$ cat config.mk
export PLATFORM = sky130hd
export DESIGN_NAME = multi_push_queue
export DESIGN_NICKNAME = d
export VERILOG_FILES = /design/src/rtl/multi_push_queue.sv
export SDC_FILE = /design/constraint.sdc
export NUM_CORES = 1
export LEC_CHECK = 0
export BUFFER_PORTS_ARGS = -buffer_cell sky130_fd_sc_hd__buf_2
export CORE_UTILIZATION = 25
export CTS_CLUSTER_DIAMETER = 50
export DETAILED_ROUTE_END_ITERATION = 7
export PLACE_DENSITY_LB_ADDON = 0.08
export SETUP_SLACK_MARGIN = 0.2
export SKIP_CTS_REPAIR_TIMING = 1
export SYNTH_ARGS = -nofsm -noshare
export SYNTH_HDL_FRONTEND = slang
export SYNTH_SLANG_ARGS = --single-unit
$ cat constraint.sdc
create_clock -name clk_ni -period 17.5 [get_ports clk_ni]
set_input_delay 0.875 -clock clk_ni [delete_from_list [all_inputs] [get_ports clk_ni]]
set_output_delay 0.875 -clock clk_ni [all_outputs]
set_load 0.02 [all_outputs]
$ cat src/rtl/multi_push_queue.sv
// Compacting multi-push queue.
// Up to Lanes items can be appended per cycle, and any subset of the valid
// entries can be retired per cycle through a per-entry pop mask. Surviving
// entries slide toward index 0 in their original order. New items are placed
// directly behind the survivors. All state changes on the falling edge of clk_ni.
module multi_push_queue #(
  parameter int  Size  = 16,
  parameter int  Lanes = 2,
  parameter type T     = logic,
  localparam int Width = $clog2(Size)
) (
  input  logic               clk_ni,
  input  logic               rst_i,
  input  logic               flush_i,
  input  logic [Lanes-1:0]   push_i,
  input  T     [Lanes-1:0]   data_i,
  output logic [Lanes-1:0]   accept_o,
  input  logic [Size-1:0]    pop_i,
  output logic [Width:0]     size_o,
  output logic [Width:0]     free_o,
  output logic [Size-1:0]    valid_o,
  output logic               empty_o,
  output logic               full_o,
  output T     [Size-1:0]    data_o
);

  logic [Width:0]   size_q;
  T     [Size-1:0]  data_q;

  logic [Size-1:0]  valid_mask;
  logic [Size-1:0]  eff_pop;
  logic [Width:0]   pop_count;
  logic [Width:0]   slots;
  logic [Lanes-1:0] accept;
  logic [Width:0]   req_below;
  logic [Width:0]   wr_ptr;
  logic [Width:0]   size_next;
  T     [Size-1:0]  data_next;

  // Thermometer mask of occupied slots, derived only from the registered size.
  always_comb begin
    valid_mask = '0;
    for (int i = 0; i < Size; i++) begin
      valid_mask[i] = ((Width+1)'(i) < size_q);
    end
  end

  // Pops aimed at empty slots are ignored.
  assign eff_pop = pop_i & valid_mask;

  // Count effective pops; slots freed this cycle can be refilled right away.
  always_comb begin
    pop_count = '0;
    for (int i = 0; i < Size; i++) begin
      pop_count = pop_count + (Width+1)'(eff_pop[i]);
    end
    slots = flush_i ? (Width+1)'(Size) : (free_o + pop_count);
  end

  // Grant requesting lanes in ascending order until the available slots run out.
  always_comb begin
    accept    = '0;
    req_below = '0;
    for (int k = 0; k < Lanes; k++) begin
      if (push_i[k]) begin
        if (!rst_i && (req_below < slots)) begin
          accept[k] = 1'b1;
        end
        req_below = req_below + 1'b1;
      end
    end
  end

  // Compact the survivors to the front, then append granted lanes behind them.
  always_comb begin
    data_next = data_q;
    wr_ptr    = '0;
    if (!flush_i) begin
      for (int i = 0; i < Size; i++) begin
        if (valid_mask[i] && !pop_i[i]) begin
          data_next[wr_ptr[Width-1:0]] = data_q[i];
          wr_ptr = wr_ptr + 1'b1;
        end
      end
    end
    for (int k = 0; k < Lanes; k++) begin
      if (accept[k]) begin
        data_next[wr_ptr[Width-1:0]] = data_i[k];
        wr_ptr = wr_ptr + 1'b1;
      end
    end
    size_next = wr_ptr;
  end

  // Falling-edge state update; reset empties the queue but leaves the contents alone.
  always_ff @(negedge clk_ni) begin
    if (rst_i) begin
      size_q <= '0;
    end else begin
      size_q <= size_next;
      data_q <= data_next;
    end
  end

  assign accept_o = accept;
  assign size_o   = size_q;
  assign free_o   = (Width+1)'(Size) - size_q;
  assign valid_o  = valid_mask;
  assign empty_o  = (size_q == '0);
  assign full_o   = (size_q == (Width+1)'(Size));
  assign data_o   = data_q;

endmodule
==> impl_metrics.ini <==
[detailed_routing]
num_vias = 10719
totalWireLength_um = 42500
via_per_inst = 5.39
drt_first_pass_iters = 5
wl_per_cell_um = 21.4
drc = 0
drtAntennaViolNets = 0
drt_iter0_drc = 797

[global_route]
first_global_vias = 10612
antenna_found_initial = 1
grt_overflow = 0
grt_start_max_net_pins = 40
grtUsageTotal_pct = 23.1
grt_pass1_wl_um = 64100

[synth]
ys_seq_area_share_pct = 6.58
synth.area.top_cells = ha_1, nand2_1, edfxtp_1, xnor2_1, nor3_1
synth_cell_type_count = 95
syn-num-nets = 1346
async_reset_ff_share_pct = 0
postSynthAreaPerCell_um2 = 7.10
yosysWarningCount = 0
synth_enable_flop_cells = 16
ys_top_cells_by_count = nand2_1, nor2_1, nor3_1
syn_area_mm2 = 0.00882
synth_top_cell_by_area = ha_1
synth_most_common_cell = nand2_1
synth_top_area_share_pct = 9.93
synthesis.instances = 1242
synth_ff_type = edfxtp_1
synth_seq_cells = 21

[worst_setup_path]
path_buf_inv = 10
crit_family = adder cells
crit_slowest_cell = or3_4
critPathMaxStageDelay_ns = 0.39
cp-start-kind = input port
cp.arrival_ns = 10.70
cp_common_cell = ha_4
end_kind = flip-flop
cp_max_fo = 4
crit_type = in -> reg
critPathRequiredTime_ns = 8.81

[finish]
register_area_um2 = 581
final_util_pct = 35.6
diodes = 0
drive_gt1_share_pct = 33.2
nets = 1637
area_delta_synth_final_pct = 39.6
multi_input_area_mm2 = 0.00828
fin_area_mm2 = 0.0123
fillers = 3776

[sta]
rsz0062_at_grt = true
relSlewSlack_pct = 27.7
clock_skew_ns = 0.0141
worst_pin_slew_ns = 1.08
slew_viol_final = 0
setup_ws_ns = -1.89
hold_viol_final = 0
setup_viol = 20
hold-worst-slack_ns = 0.909

[floorplan]
die-width_um = 190
io-pin-count = 69
die_area_mm2 = 0.0360
die_y_um = 190
start_util_pct = 25.5
core_area_mm2 = 0.0346
num_rows = 68

[clock_network]
cts_tree = yes
root_buffer = clkbuf_16
clockBufferDepth = 2
cts-buffers-inserted = 3
htreeDepth = 1
clkSinkCount = 21
clk_pin_slew_ns = 0.03
worst_skew_pair.late_latency_ns = 0.35

[placed_design]
hpwl_um = 34700
numPortBuffers = 68
place.gp.congestion = 0.904
pre_cts_slack_ns = -2.51
post_dp_cell_area_mm2 = 0.0117

[power]
p_leak_nw = 5.03
ir_drop_v = 0.0000313
finalPower_uw = 398
pwr_density_cell_mw_per_mm2 = 32.3

[run_status]
outcome = finished with violations
violations = negative setup slack

[hold_path]
hold_path_class = reg -> reg

[flow_run]
drv_cap = 0
worst paths after layout:
path                        startpoint  depth (start not counted)  slack (ns)                   to
setup / recovery              pop_i[1]                         60       -1.89  data_o[8]$_DFFE_NN_
hold / removal     data_o[0]$_DFFE_NN_                          4        0.91  data_o[0]$_DFFE_NN_
setup reg to reg  size_o[4]$_SDFF_NP0_                         62        6.22  data_o[8]$_DFFE_NN_
hold reg to reg    data_o[0]$_DFFE_NN_                          4        0.91  data_o[0]$_DFFE_NN_
registers in the layout (all words and copies together), names as in the netlist:
register  count
size_o        5
data_o       16
worst reg2reg max path, delay by kind of cell (launching register included):
family	cells	cell delay, ns
compound gates	18	2.71
buf+inv	11	1.08
xor+xnor	1	0.16
mux	4	0.75
flops	1	0.75
simple gates	12	1.42
fa+ha+maj	16	4.12
area by class of cell:
type / count / area share [%]
clock buffer: 3 / 0.610
clock inverter: 22 / 0.671
inverter: 78 / 2.46
multi-input combinational: 1067 / 67.3
sequential: 21 / 4.71
tap: 455 / 4.62
timing repair buffer: 341 / 19.7
layout by cell type, fill, tap and decap left out, drive strengths merged, types with 7 or more instances in the layout:
master  instances
a211oi          8
a21oi          60
a31oi          15
a32oi          14
and2           24
and3            8
buf           341
edfxtp         16
fa             11
ha             70
inv            99
mux2           31
mux2i          40
nand2         147
nand2b         10
nand3          54
nand4           9
nor2          103
nor2b           7
nor3           82
nor3b           7
nor4           15
o211ai         18
o21ai          52
o221ai         10
o22a            7
o22ai          33
o311ai          8
o31ai          15
o32ai           9
or2             8
or3            15
xnor2          64
xor2           12
kinds of logic after synthesis:
family,synth area share [%]
xor+xnor,11.1
simple gates,27.1
mux,8.62
compound gates,27.2
fa+ha+maj,12.4
flops,6.58
buf+inv,6.96
where the power goes:
part           internal, mW  switching [mW]
clock network        0.0370          0.0337
logic                 0.110           0.148
registers            0.0593         0.00990
total                 0.206           0.192
metrics by stage:
step           setup TNS [ns]  cells
3_3_place_gp           -44.10   1945
5_1_grt                -44.07   1987
2_1_floorplan          -46.10   1242
4_1_cts                -41.47   1969
3_5_place_dp           -47.21   1945
6_report               -34.65   1987
layer usage:
metal / vias up / wire length (µm) / GRT usage [%]
met5: - / 12 / 0
met4: 2 / 831 / 4.71
met3: 47 / 1430 / 1.29
met2: 281 / 19900 / 39.1
met1: 5222 / 20400 / 32.1
li1: 5167 / - / -
(Power assumes the default switching activity.)
